--- config.mk ---
export PLATFORM = sky130hd
export DESIGN_NAME = mem_port_arbiter
export DESIGN_NICKNAME = d
export VERILOG_FILES = /design/src/rtl/riscv_pkg.sv /design/src/rtl/mem_align_check.sv /design/src/rtl/mem_port_arbiter.sv
export SDC_FILE = /design/constraint.sdc
export NUM_CORES = 1
export LEC_CHECK = 0
export BUFFER_PORTS_ARGS = -buffer_cell sky130_fd_sc_hd__buf_4
export CORE_ASPECT_RATIO = 1.4
export CORE_MARGIN = 2
export CORE_UTILIZATION = 45
export CTS_CLUSTER_SIZE = 30
export DETAILED_ROUTE_END_ITERATION = 16
export HOLD_SLACK_MARGIN = 0.15
export PLACE_DENSITY_LB_ADDON = 0.15
export SLEW_MARGIN = 20
export SYNTH_ARGS = -nofsm -noshare
export SYNTH_HDL_FRONTEND = slang
export SYNTH_SLANG_ARGS = --single-unit
export TNS_END_PERCENT = 20
--- constraint.sdc ---
create_clock -name clock -period 1.7 [get_ports clock]
set_input_delay 0.085 -clock clock [delete_from_list [all_inputs] [get_ports clock]]
set_output_delay 0.085 -clock clock [all_outputs]
set_load 0.01 [all_outputs]
--- src/rtl/riscv_pkg.sv ---
// Shared memory-interface types: arbiter FSM states and MemSize codes,
// also used by the load/store decoder.
package riscv_pkg;

  typedef enum logic [1:0] {
    IDLE  = 2'd0,
    ISSUE = 2'd1,
    WAIT  = 2'd2,
    RESP  = 2'd3
  } arb_state_t;

  typedef enum logic [1:0] {
    MEM_BYTE    = 2'b00,
    MEM_HALF    = 2'b01,
    MEM_WORD    = 2'b10,
    MEM_INVALID = 2'b11
  } mem_size_t;

endpackage

--- src/rtl/mem_align_check.sv ---
// Flags data accesses whose size code is invalid or whose address is not
// naturally aligned for that size.
module mem_align_check
  import riscv_pkg::*;
(
  input  logic [1:0] i_size,
  input  logic [1:0] i_addr_lo,
  output logic       o_err
);

  always_comb begin
    o_err = 1'b0;
    case (mem_size_t'(i_size))
      MEM_BYTE:    o_err = 1'b0;
      MEM_HALF:    o_err = i_addr_lo[0];
      MEM_WORD:    o_err = |i_addr_lo;
      MEM_INVALID: o_err = 1'b1;
      default:     o_err = 1'b1;
    endcase
  end

endmodule

--- src/rtl/mem_port_arbiter.sv ---
// Single-outstanding arbiter sharing one memory port between instruction
// fetch and data access; data has priority unless fetch has been starved.
module mem_port_arbiter
  import riscv_pkg::*;
#(
  parameter int ADDRESS_BITS = 32,
  parameter int STARVE_LIMIT = 4
) (
  input  logic                    clock,
  input  logic                    reset,
  input  logic                    if_req,
  input  logic [ADDRESS_BITS-1:0] if_addr,
  output logic [31:0]             if_rdata,
  output logic                    if_done,
  input  logic                    d_req,
  input  logic                    d_we,
  input  logic [1:0]              d_size,
  input  logic [ADDRESS_BITS-1:0] d_addr,
  input  logic [31:0]             d_wdata,
  output logic [31:0]             d_rdata,
  output logic                    d_done,
  output logic                    d_err,
  output logic                    mem_en,
  output logic                    mem_we,
  output logic [1:0]              mem_size,
  output logic [ADDRESS_BITS-1:0] mem_addr,
  output logic [31:0]             mem_wdata,
  input  logic [31:0]             mem_rdata,
  input  logic                    mem_ready
);

  localparam int CNT_W = $clog2(STARVE_LIMIT + 1);

  arb_state_t              r_state;
  arb_state_t              w_next;
  logic [CNT_W-1:0]        r_starve;
  logic                    r_is_fetch;
  logic                    r_we;
  logic                    r_err;
  logic [1:0]              r_size;
  logic [ADDRESS_BITS-1:0] r_addr;
  logic [31:0]             r_wdata;
  logic [31:0]             r_if_rdata;
  logic [31:0]             r_d_rdata;

  logic w_misaligned;
  logic w_fetch_forced;
  logic w_grant_d;
  logic w_grant_f;

  mem_align_check u_align (
    .i_size    (d_size),
    .i_addr_lo (d_addr[1:0]),
    .o_err     (w_misaligned)
  );

  assign w_fetch_forced = if_req && (r_starve == CNT_W'(STARVE_LIMIT));
  assign w_grant_d      = d_req && !w_fetch_forced;
  assign w_grant_f      = if_req && !w_grant_d;

  always_comb begin
    w_next = r_state;
    case (r_state)
      IDLE: begin
        if (w_grant_d)      w_next = w_misaligned ? RESP : ISSUE;
        else if (w_grant_f) w_next = ISSUE;
      end
      ISSUE:   w_next = WAIT;
      WAIT:    if (mem_ready) w_next = RESP;
      RESP:    w_next = IDLE;
      default: w_next = IDLE;
    endcase
  end

  always_ff @(posedge clock) begin
    if (reset) begin
      r_state    <= IDLE;
      r_starve   <= '0;
      r_is_fetch <= 1'b0;
      r_we       <= 1'b0;
      r_err      <= 1'b0;
      r_size     <= '0;
      r_addr     <= '0;
      r_wdata    <= '0;
      r_if_rdata <= '0;
      r_d_rdata  <= '0;
    end else begin
      r_state <= w_next;
      if (r_state == IDLE) begin
        if (w_grant_d) begin
          r_is_fetch <= 1'b0;
          r_we       <= d_we;
          r_size     <= d_size;
          r_addr     <= d_addr;
          r_wdata    <= d_wdata;
          r_err      <= w_misaligned;
          // Starvation only accumulates while fetch is actually waiting.
          if (!if_req)
            r_starve <= '0;
          else if (r_starve != CNT_W'(STARVE_LIMIT))
            r_starve <= r_starve + 1'b1;
          if (w_misaligned)
            r_d_rdata <= '0;
        end else if (w_grant_f) begin
          r_is_fetch <= 1'b1;
          r_we       <= 1'b0;
          r_size     <= MEM_WORD;
          r_addr     <= if_addr;
          r_wdata    <= '0;
          r_err      <= 1'b0;
          r_starve   <= '0;
        end
      end
      if (r_state == WAIT && mem_ready) begin
        if (r_is_fetch) r_if_rdata <= mem_rdata;
        else            r_d_rdata  <= r_we ? 32'd0 : mem_rdata;
      end
    end
  end

  assign mem_en    = (r_state == ISSUE);
  assign mem_we    = mem_en && r_we;
  assign mem_size  = r_size;
  assign mem_addr  = r_addr;
  assign mem_wdata = r_wdata;
  assign if_done   = (r_state == RESP) && r_is_fetch;
  assign d_done    = (r_state == RESP) && !r_is_fetch;
  assign d_err     = d_done && r_err;
  assign if_rdata  = r_if_rdata;
  assign d_rdata   = r_d_rdata;

endmodule

# Word level (Yosys, flattened, before mapping)
# Cells that the tools add are included.
[op_classes]
add_sub_neg = 1
eq_ne = 11
n_mux = 27
reduce_logical = 19
[ops]
columns = ["op", "n"]
rows = [
  ["$mux W32", 10],
  ["$mux W2", 6],
  ["$mux W3", 4],
  ["$eq A2 B2 Y1 const B", 4],
  ["$logic_and A1 B1 Y1", 8],
  ["$pmux W2 S4", 1],
  ["$ne A3 B3 Y1 const B", 2],
  ["$reduce_and A2 Y1", 3],
  ["$mux W1", 5],
  ["$eq A2 B1 Y1 const B", 2],
  ["$logic_not A2 Y1", 2],
  ["$pmux W1 S4", 1],
  ["$add A3 B1 Y3 const B", 1],
  ["$eq A3 B3 Y1 const B", 1],
  ["$logic_not A1 Y1", 3],
  ["$ne A3 B2 Y1 const B", 1],
  ["$reduce_and A3 Y1", 1],
  ["$ne A2 B2 Y1 const B", 1],
  ["$reduce_bool A2 Y1", 1],
  ["$reduce_or A2 Y1", 1],
]
[totals]
ff_bits = 138
output_inout_bits = 135
wordCells = 68

# Longest topological paths before layout
# Gate-level depths: netlist of the first run.
[depth]
depth_word = 9
mapped_depth = 8

# By module
# A second synthesis of the first run with hierarchy kept.
[unflattened]
cells_unflattened = 608
area_unflattened_um2 = 5315.1
[modules_own_cells]
columns = ["mod", "n_inst", "cells_per_inst", "area_per_inst_um2", "seq_area_each_um2"]
rows = [
  ["mem_port_arbiter", 1, 605, 5301.3, 2762.6],
  ["mem_align_check", 1, 3, 13.8, 0.0],
]

# Worst setup path after synthesis of the first run
# OpenSTA, ideal clock, no wires.
[synth_timing]
path_type = "flip-flop to flip-flop"
from = "register r_state[0]"
to = "register r_d_rdata[10], in the netlist d_rdata[10]"
arrival_ps = 1389
t_required_ps = 1641
slack_ps = 253
stages_incl_launch_ff = 8
n_path_buf = 2
synth_period_minus_slack_ps = 1447
cell_sequence = "dfxtp_1 > inv_1 > ha_1 > clkbuf_2 > and3_4 > a21oi_4 > buf_6 > a22o_1"
[synth_via]
elab_chain_cells = 4
word_cells_on_any_way = 6
[synth_lines]
columns = ["item", "line", "rtl"]
rows = [
  ["from (decl)", "mem_port_arbiter.sv:34", "arb_state_t r_state;"],
  ["from (signal assigned)", "mem_port_arbiter.sv:88", "r_state <= w_next;"],
  ["$logic_not A2 Y1", "mem_port_arbiter.sv:89", "if (r_state == IDLE) begin"],
  ["$mux W32", "mem_port_arbiter.sv:89", ""],
  ["$mux W32", "mem_port_arbiter.sv:115", "if (r_is_fetch) r_if_rdata <= mem_rdata;"],
  ["$mux W32 *", "mem_port_arbiter.sv:114", "if (r_state == WAIT && mem_ready) begin"],
  ["to (signal assigned)", "mem_port_arbiter.sv:116", "else r_d_rdata <= r_we ? 32'd0 : mem_rdata;"],
  ["to (decl)", "mem_port_arbiter.sv:44", "logic [31:0] r_d_rdata;"],
]
# Every way passes the cells marked *; elsewhere a longest branch is shown, timed or not.
# A chain may end at the register's enable or synchronous reset.

# Final worst setup path of the first run
[layout_timing]
from = "register r_state[0]"
to = "register r_addr[27], in the netlist mem_addr[27]"
[layout_via]
elab_chain_cells = 2
[layout_lines]
columns = ["item", "line", "rtl"]
rows = [
  ["$logic_not A2 Y1", "mem_port_arbiter.sv:89", ""],
  ["$reduce_and A2 Y1 (no source line)", "n/a", ""],
  ["to (signal assigned)", "mem_port_arbiter.sv:94", "r_addr <= d_addr;"],
  ["to (signal assigned)", "mem_port_arbiter.sv:108", "r_addr <= if_addr;"],
  ["to (decl)", "mem_port_arbiter.sv:41", "logic [ADDRESS_BITS-1:0] r_addr;"],
]
# No other way between the ends.

==> flow_metrics.py, run 1 <==
metrics = {
    "logic_synthesis": {
        "netlist_top_cells_area": "dfxtp_1, nand2_1, a21oi_1, a22o_1, a211oi_1",
        "yosysMostFrequentCell": "nand2_1",
        "synth_nets": 749,
        "synth_edf_count": 0,
        "ys_seq_elements": 138,
        "async_reset_ff_share_pct": 0,
        "yosysWarnings": 0,
        "synth_area_leader_cell": "dfxtp_1",
        "syn_area_um2": 5220,
        "ys_seq_area_share_pct": 52.9,
        "synth_cell_types": 35,
        "avgSynthCellArea_um2": 8.62,
        "syn_inst": 606,
        "synth_common_cells": "nand2_1, dfxtp_1, a21oi_1",
        "yosys_most_used_dff": "dfxtp_1",
        "post-synth-top-area-fraction_pct": 52.9,
    },
    "drt": {
        "drc": 0,
        "firstDrtPassIters": 5,
        "drt-total-wl_um": 21600,
        "ant_nets": 0,
        "initialDrtViolationCount": 351,
        "post_drt_wl_per_cell_um": 18.3,
        "via_per_inst": 5.42,
        "vias": 6379,
    },
    "clock_tree": {
        "cts_tree": "built",
        "cts-root-buf": "clkbuf_16",
        "clockBufferDepth": 2,
        "clk_pin_slew_ps": 60,
        "htree_levels": 4,
        "cts_buffers": 17,
        "worstSkewPairLatency_ps": 410,
        "clock-sinks": 138,
    },
    "floorplanning": {
        "dieArea_um2": 12500,
        "rows": 46,
        "num_io_pins": 271,
        "die_x_um": 95.0,
        "core-area_um2": 11300,
        "dieHeight_um": 131,
        "initial_utilization_pct": 46.1,
    },
    "final_layout": {
        "multi_input_area_um2": 2290,
        "area_growth_pct": 85.8,
        "drive_gt1_share_pct": 36.2,
        "seqCellArea_um2": 2760,
        "nNetsFinal": 1163,
        "antenna_cells": 0,
        "num-fill-cells": 580,
    },
    "worst_hold_path": {
        "min_from": "reset",
        "hold_class": "input pin to flip-flop",
    },
    "pwr": {
        "p_leak_nw": 4.31,
        "p_per_area_nw_per_um2": 1310,
        "ir_drop_uv": 893,
        "p_total_mw": 12.7,
    },
    "global_route": {
        "grt-ovfl-total": 0,
        "antenna_found_initial": 0,
        "grt_pass1_vias": 6471,
        "grt_max_degree": 47,
        "grt_pass1_wl_um": 32000,
        "track_usage_pct": 32.6,
    },
    "sta": {
        "min_period_ps": 1650,
        "maxSlewHeadroom_pct": 63.3,
        "fin_skew_ps": 19.1,
        "maxSlewViolCount": 0,
        "fin_setup_tns_ps": 0,
        "worst_pin_slew_ps": 550,
        "max_freq_mhz": 606,
        "setup_viol": 0,
        "fin_crit_sh_pct": 97.1,
        "hold_violations": 0,
        "hold_slack_ps": 220,
    },
    "worst_setup_path": {
        "cp.arrival_ps": 1930,
        "crit_path_end_kind": "flip-flop",
        "cp-start-kind": "flip-flop",
        "critical_path_class": "flip-flop to flip-flop",
        "path_max_fanout": 23,
        "r2r_start": "r_state[0]",
        "cp.required_ps": 1980,
        "cp-startpoint": "r_state[0]",
    },
    "placed_design": {
        "port-buffer-count": 270,
        "gp_congestion": 0.826,
        "dp_hpwl_um": 11600,
    },
    "run_status": {
        "run_status": "complete, no violations",
    },
    "job": {
        "drv_cap": 0,
    },
}
-- final timing paths --
| kind | endpoint | slack (ps) | cells after the start |
|---|---|---|---|
| max reg2reg | mem_addr[27] | 50 | 8 |
| min reg2reg | if_rdata[23] | 450 | 2 |
| min | r_starve[1] | 220 | 3 |
| max | mem_addr[27] | 50 | 8 |
-- worst max-delay path, stage by stage, from the launching register on --
cell     delay [ps]
dfxtp_1         330
inv_1            60
buf_4           130
ha_2            180
buf_6           140
o21a_4          150
buf_12          160
o21ai_0         290
a21oi_1          90
-- state kept, by name (all words and copies together) (netlist names) --
signal      flops
d_rdata        32
if_rdata       32
mem_addr       32
mem_wdata      32
r_starve        3
mem_size        2
r_state         2
r_err           1
r_is_fetch      1
r_we            1
-- power breakdown --
| group | leakage [nW] | internal, mW | switching, mW |
|---|---|---|---|
| registers | 1.13 | 3.80 | 0.375 |
| logic | 2.87 | 2.17 | 2.32 |
| clock network | 0.313 | 2.62 | 1.39 |
| total | 4.31 | 8.59 | 4.08 |
-- metrics by stage --
stage	setup WS, ps	cells	util [%]	cell area (µm²)
after global routing	-73.2	1177	85.6	9700
after detailed placement	-326	995	65.3	7400
after floorplan	253	606	-	5220
after global placement	-202	995	65.3	7400
after CTS	1.01	1170	84.1	9540
final	49.2	1177	85.6	9700
-- repair_timing --
| action | CTS | global route |
|---|---|---|
| resized for setup | 6 | 25 |
| setup endpoints to repair | 71 | 48 |
| hold endpoints to repair | 135 | 0 |
| pin swaps | 4 | 2 |
| cloned | 2 | 3 |
| setup buffers | 7 | 4 |
| hold buffers | 134 | 0 |
-- layout make-up --
type | count | share of cell area, %
timing repair buffer | 441 | 39.2
sequential | 138 | 28.5
multi-input combinational | 416 | 23.6
clock buffer | 22 | 4.99
tap | 144 | 1.86
clock inverter | 10 | 1.68
inverter | 6 | 0.232
-- cell families (layout without fill, tap and decap cells) --
logic type               Yosys count  in the layout  share of synthesized area (%)
adder cells (fa/ha/maj)            7              7                           1.68
buffers and inverters             54            479                           5.73
AO/OA/AOI/OAI                    183            184                           22.3
AND/OR/NAND/NOR                  224            225                           17.4
flip-flops                       138            138                           52.9
-- per-layer routing --
layer	vias to the layer above	track usage [%]	part of all wire, %
li1	2894	-	-
met1	2990	34.6	35
met2	407	58.4	51
met3	88	9.35	9.3
met4	0	14.3	4.7
met5	-	0	0
-- cells in the final DEF (no fill, tap or decap), drive strengths merged --
master,count
buf,303
nand2,170
dfxtp,138
dlygate4sd3,134
a21oi,114
a22o,32
nor2,32
clkbuf,26
a211oi,26
o21ai,8
nor3,8
ha,7
inv,7
bufinv,4
and2,4
clkinv,3
nor2b,2
clkinvlp,2
and3,2
nand3,2
nor3b,2
o21a,1
a31o,1
nand3b,1
and4,1
a22oi,1
a41oi,1
nand4b,1
(Power assumes the default switching activity.)
==> inputs of run 2 (changes only) <==
--- a/config.mk
+++ b/config.mk
@@ -13,6 +13,7 @@
 export DETAILED_ROUTE_END_ITERATION = 16
 export HOLD_SLACK_MARGIN = 0.15
 export PLACE_DENSITY_LB_ADDON = 0.15
+export REMOVE_ABC_BUFFERS = 1
 export SLEW_MARGIN = 20
 export SYNTH_ARGS = -nofsm -noshare
 export SYNTH_HDL_FRONTEND = slang
==> run 2 against run 1 <==
Compared with the run above: via count rose by 0.78%; flip-flop and latch count did not move; hold slack improved by 230 ps; sequential power barely moved; highest routed layer unchanged.
==> flow_metrics.py, run 2 (synthesis results as in run 1) <==
metrics = {
    "final_layout": {
        "instances_no_fill": 1168,
        "multi_input_area_um2": 2230,
        "area_growth_pct": 81.9,
        "seqCellArea_um2": 2760,
        "final_common_cell": "buf_4",
        "num-fill-cells": 608,
        "final_cell_mix": "buf_4, nand2_1, dfxtp_1, dlygate4sd3_1, a21oi_1",
        "antenna_cells": 0,
        "nNetsFinal": 1154,
        "drive_gt1_share_pct": 34.9,
    },
    "sta": {
        "fin_skew_ps": 13.1,
        "worst_pin_slew_ps": 612,
        "maxSlewViolCount": 0,
        "maxSlewHeadroom_pct": 59.1,
        "fin_setup_tns_ps": 0,
        "max_freq_mhz": 612,
        "hold_violations": 0,
        "min_period_ps": 1630,
        "fin_crit_sh_pct": 96.1,
        "setup_viol": 0,
        "rsz0062_at_grt": "yes",
    },
    "drt": {
        "drc": 0,
        "vias": 6429,
        "ant_nets": 0,
        "drt-total-wl_um": 22100,
        "post_drt_wl_per_cell_um": 18.9,
        "firstDrtPassIters": 5,
        "via_per_inst": 5.50,
        "initialDrtViolationCount": 307,
    },
    "worst_hold_path": {
        "hold_class": "input pin to flip-flop",
    },
    "worst_setup_path": {
        "cp.required_ps": 2020,
        "cp.arrival_ps": 1950,
        "critical_path_class": "flip-flop to flip-flop",
        "cp-start-kind": "flip-flop",
        "path_max_fanout": 35,
        "crit_path_end_kind": "flip-flop",
    },
    "clock_tree": {
        "worstSkewPairLatency_ps": 410,
        "cts_tree": "built",
        "htree_levels": 4,
        "cts_buffers": 17,
        "cts-root-buf": "clkbuf_16",
        "clockBufferDepth": 2,
        "clock-sinks": 138,
        "clk_pin_slew_ps": 60,
    },
    "pwr": {
        "p_leak_nw": 4.22,
        "p_per_area_nw_per_um2": 1290,
        "p_total_mw": 12.2,
        "ir_drop_uv": 793,
    },
    "placed_design": {
        "dp_cells": 997,
        "port-buffer-count": 270,
        "dp_hpwl_um": 12000,
        "gp_congestion": 0.804,
    },
    "run_status": {
        "run_status": "complete, no violations",
    },
    "global_route": {
        "grt-ovfl-total": 0,
        "grt_max_degree": 47,
        "antenna_found_initial": 0,
        "grt_pass1_wl_um": 33100,
        "grt_pass1_vias": 6622,
        "track_usage_pct": 34.1,
    },
    "floorplanning": {
        "dieHeight_um": 131,
        "die_x_um": 95.0,
        "dieArea_um2": 12500,
        "initial_utilization_pct": 46.1,
        "rows": 46,
        "num_io_pins": 271,
        "core-area_um2": 11300,
    },
    "job": {
        "drv_cap": 0,
    },
}
-- run 2: worst paths after layout --
kind / startpoint / endpoint / slack (ps) / cells past startpoint
setup / recovery: r_state[0] / mem_addr[10] / 70 / 7
hold reg to reg: if_rdata[3] / if_rdata[3] / 450 / 2
hold / removal: mem_rdata[17] / d_rdata[17] / 450 / 3
setup reg to reg: r_state[0] / mem_addr[10] / 70 / 7
-- run 2: final cells by class --
cell class | instances | area share, %
Clock buffer | 18 | 4.62
Timing Repair Buffer | 433 | 38.9
Clock inverter | 14 | 1.79
Multi-Input combinational cell | 415 | 23.5
Tap cell | 144 | 1.90
Sequential cell | 138 | 29.1
Inverter | 6 | 0.237
-- run 2: power by group --
part,switching (mW),total [mW],internal (mW),leakage [nW]
sequential,0.380,4.19,3.81,1.13
combinational,2.24,4.22,1.98,2.81
clock,1.47,3.83,2.35,0.289
-- run 2: timing repair --
action | 4_1_cts | 5_1_grt
cloned | 1 | 0
pin swaps | 0 | 3
endpoints found under the hold margin | 135 | 0
setup endpoints to repair | 32 | 63
setup buffers | 0 | 3
hold buffers | 135 | 0
gates resized for setup | 1 | 12
-- run 2: routing by layer --
layer / vias up / global-route usage [%] / wire (µm)
li1: 2864 / - / -
met4: 0 / 17.2 / 1010
met1: 3043 / 34.8 / 7570
met2: 436 / 60.6 / 11500
met3: 86 / 10.7 / 2000
met5: - / 0 / 0
-- run 2: worst max-delay path: stages, from the launching register on --
cell	delay, ps
dfxtp_1	310
inv_1	120
ha_2	220
buf_4	140
o21a_2	200
buf_12	220
nor2_1	100
a211oi_2	230
-- run 2: stage by stage --
step                      setup slack (ps)  area [µm²]  hold WS, ps  utilization [%]
after floorplan                       -324        4950          150                -
after global placement                -118        7440          311             65.6
after detailed placement              -155        7440          316             65.6
after CTS                            -25.0        9420          427             83.1
after global routing                 -23.2        9500          444             83.8
final                                 66.0        9500          449             83.8
==> inputs of run 3 (changes only) <==
--- a/config.mk
+++ b/config.mk
@@ -17,5 +17,6 @@
 export SLEW_MARGIN = 20
 export SYNTH_ARGS = -nofsm -noshare
 export SYNTH_HDL_FRONTEND = slang
+export SYNTH_HIERARCHICAL = 1
 export SYNTH_SLANG_ARGS = --single-unit
 export TNS_END_PERCENT = 20
==> constraint.sdc (replaced) <==
create_clock -name clock -period 1.55 [get_ports clock]
set_input_delay 0.0775 -clock clock [delete_from_list [all_inputs] [get_ports clock]]
set_output_delay 0.0775 -clock clock [all_outputs]
set_load 0.01 [all_outputs]
==> run 3 against run 2 <==
Compared with the run above: the flow now finishes with violations (setup timing); combinational power up 25%; critical endpoint is now d_rdata[14]; hold slack worse by 220 ps; highest routed layer unchanged; sequential share of layout area down 0.82 points; routed wire length down 5.7%; fmax up 0.82%; sequential power up 11%.
==> flow_metrics.py, run 3 <==
metrics = {
    "run_status": {
        "run_status": "finished with violations",
        "violations": "setup timing",
    },
    "worst_hold_path": {
        "hold_path_end": "r_err",
        "hold_class": "input pin to flip-flop",
        "worstHoldPathCells": 4,
        "min_from": "d_req",
    },
    "global_route": {
        "met2_usage_pct": 53.2,
        "grt_pass1_wl_um": 30700,
        "grt-busiest-layer": "met2",
        "grt-ovfl-total": 0,
        "grt_pass1_vias": 6466,
        "grt_max_degree": 61,
        "use_met3_pct": 9.17,
        "grt_util_met1_pct": 31.3,
        "antenna_found_initial": 0,
        "track_usage_pct": 30.6,
    },
    "clock_tree": {
        "htree_levels": 4,
        "cts_tree": "built",
        "cts_buffers": 17,
        "clock-sinks": 138,
        "clockBufferDepth": 2,
        "cts-root-buf": "clkbuf_16",
        "worstSkewPairLatency_ps": 420,
        "clk_pin_slew_ps": 60,
    },
    "pwr": {
        "combPwrFrac_pct": 37.9,
        "p_leak_nw": 4.29,
        "intPower_mw": 9.22,
        "p_per_area_nw_per_um2": 1420,
        "clock_power_share_pct": 28.6,
        "ir_drop_uv": 877,
        "switchingPower_mw": 4.70,
        "sequentialPowerShare_pct": 33.5,
        "p_total_mw": 13.9,
        "switching_share_pct": 33.8,
    },
    "logic_synthesis": {
        "synth_top_family_by_area": "compound AO/OA/AOI/OAI gates",
        "synth_cell_types": 37,
        "async_reset_ff_share_pct": 0,
        "synth_xor_area_share_pct": 0,
        "yosys.area_share.adder_pct": 1.65,
        "yosysMostFrequentCell": "dfxtp_1",
        "synth_compound_area_share_pct": 22.2,
        "syn_inst": 608,
        "synth_edf_count": 0,
        "yosysWarnings": 6,
        "yosys.area_share.simple_pct": 18.4,
        "yosys_most_used_dff": "dfxtp_1",
        "netlist_top_cells_area": "dfxtp_1, nand2_1, a21oi_1, a311oi_1, a22o_1",
        "ys_seq_elements": 138,
        "ys_seq_area_share_pct": 52.0,
        "post-synth-top-area-fraction_pct": 52.0,
        "synth_common_cells": "dfxtp_1, nand2_1, a21oi_1",
        "syn_area_um2": 5320,
        "synth.area.mux_share_pct": 0,
        "synth_area_leader_cell": "dfxtp_1",
        "avgSynthCellArea_um2": 8.74,
    },
    "final_layout": {
        "area_growth_pct": 84.0,
        "antenna_cells": 0,
        "num-fill-cells": 653,
        "drive_gt1_share_pct": 35.2,
        "nNetsFinal": 1159,
        "instances_no_fill": 1176,
        "final_common_cell": "buf_4",
        "final_cell_mix": "buf_4, nand2_1, dfxtp_1, dlygate4sd3_1, a21oi_1",
    },
    "sta": {
        "min_period_ps": 1620,
        "fin_skew_ps": 16.3,
        "worst_pin_slew_ps": 934,
        "setup_viol": 35,
        "rsz0062_at_grt": "yes",
        "maxSlewViolCount": 0,
        "hold_violations": 0,
        "maxSlewHeadroom_pct": 37.7,
        "fin_crit_sh_pct": 105,
        "fin_setup_tns_ps": -1500,
        "timing.final.ws_setup_ps": -70.8,
        "max_freq_mhz": 617,
    },
    "worst_setup_path": {
        "critical_path_depth": 8,
        "critical_path.top_delay_family": "buffers and inverters",
        "crit_path_end_kind": "flip-flop",
        "crit_buf_inv": 4,
        "cp.required_ps": 1890,
        "path_max_fanout": 8,
        "cp.arrival_ps": 1960,
        "rr_worst_depth": 8,
        "ff2ff_setup_slack_ps": -70,
        "regToRegEndpoint": "d_rdata[14]",
        "slowest_stage": "dfxtp_2",
        "critical_path_class": "flip-flop to flip-flop",
        "cp-start-kind": "flip-flop",
        "max_stage_delay_ps": 350,
        "r2r_start": "r_state[0]",
        "path_cells": "inv_4 > ha_4 > and3b_1 > buf_6 > a211oi_4 > buf_4 > buf_8 > a22o_1",
    },
    "placed_design": {
        "dp_hpwl_um": 11400,
        "gp_congestion": 0.779,
        "dp_cells": 998,
        "port-buffer-count": 270,
        "pre_cts_slack_ps": -96.7,
    },
    "floorplanning": {
        "initial_utilization_pct": 45.4,
        "dieHeight_um": 133,
        "dieArea_um2": 12700,
        "die_x_um": 95.9,
        "core-area_um2": 11700,
        "num_io_pins": 271,
        "rows": 47,
    },
    "drt": {
        "firstDrtPassIters": 5,
        "post_drt_wl_per_cell_um": 17.7,
        "via_per_inst": 5.47,
        "vias": 6429,
        "ant_nets": 0,
        "drt-total-wl_um": 20800,
        "drc": 0,
        "initialDrtViolationCount": 252,
    },
    "job": {
        "drv_cap": 0,
    },
}
run 3: changes by cell type after synthesis, moves of 21 or more:
| cell | change |
|---|---|
| a21oi_1 | -37 |
| nand2_1 | -34 |
| a311oi_1 | +33 |
| nand3_1 | +32 |
| o21ai_0 | +26 |
| a211oi_1 | -21 |
run 3: power groups by stage:
stage	clock (mW)	sequential, mW	combinational, mW
after global routing	4.16	4.74	5.63
after global placement	0	4.65	4.33
after detailed placement	0	4.69	4.47
after CTS	4.01	4.63	4.86
after floorplan	0	4.80	1.60
final	3.98	4.67	5.27
run 3: layout make-up:
cell class,count,area (µm²),area share [%]
inverter,5,21.3,0.217
tap,147,184,1.88
clock buffer,19,453,4.63
sequential,138,2770,28.3
multi-input combinational,411,2340,23.9
clock inverter,13,133,1.36
timing repair buffer,443,3880,39.7
run 3: routing by layer:
metal | wire [µm] | vias to the layer above | part of all wire [%]
met5 | 0 | - | 0
met4 | 1060 | 0 | 5.1
met3 | 1540 | 90 | 7.4
met2 | 11000 | 364 | 53
met1 | 7250 | 3022 | 35
li1 | - | 2953 | -
run 3: tightest hold or removal path, stage by stage:
cell	delay, ps
buf_4	150
and3_4	210
a22oi_1	70
nor2_1	80
run 3: timing repair:
item,4_1_cts,5_1_grt
endpoints found under the hold margin,138,0
endpoints found under the setup margin,45,102
resized for setup,11,22
gates cloned,1,4
setup buffers,2,3
pin swaps,1,11
hold buffers,137,0
run 3: worst max-delay path by stage:
stage	startpoint	endpoint	slack [ps]
final	r_state[0]	d_rdata[14]	-70
after global routing	r_state[0]	d_rdata[0]	-150
after CTS	r_state[0]	d_err	-0.8
after detailed placement	d_req	mem_addr[23]	-100
after global placement	d_req	mem_addr[13]	20
after floorplan	r_state[1]	mem_addr[0]	-1300
run 3: cell families after synthesis:
group           count (synthesis)
simple gates                  226
compound gates                178
flops                         138
buf+inv                        59
fa+ha+maj                       7
run 3: per-stage QoR:
| stage | instance area [µm²] | utilization, % | hold WS (ps) |
|---|---|---|---|
| 5_1_grt | 9780 | 83.6 | 246 |
| 3_5_place_dp | 7590 | 64.8 | 308 |
| 3_3_place_gp | 7590 | 64.8 | 304 |
| 4_1_cts | 9620 | 82.2 | 222 |
| 2_1_floorplan | 5020 | - | 144 |
| 6_report | 9780 | 83.6 | 225 |
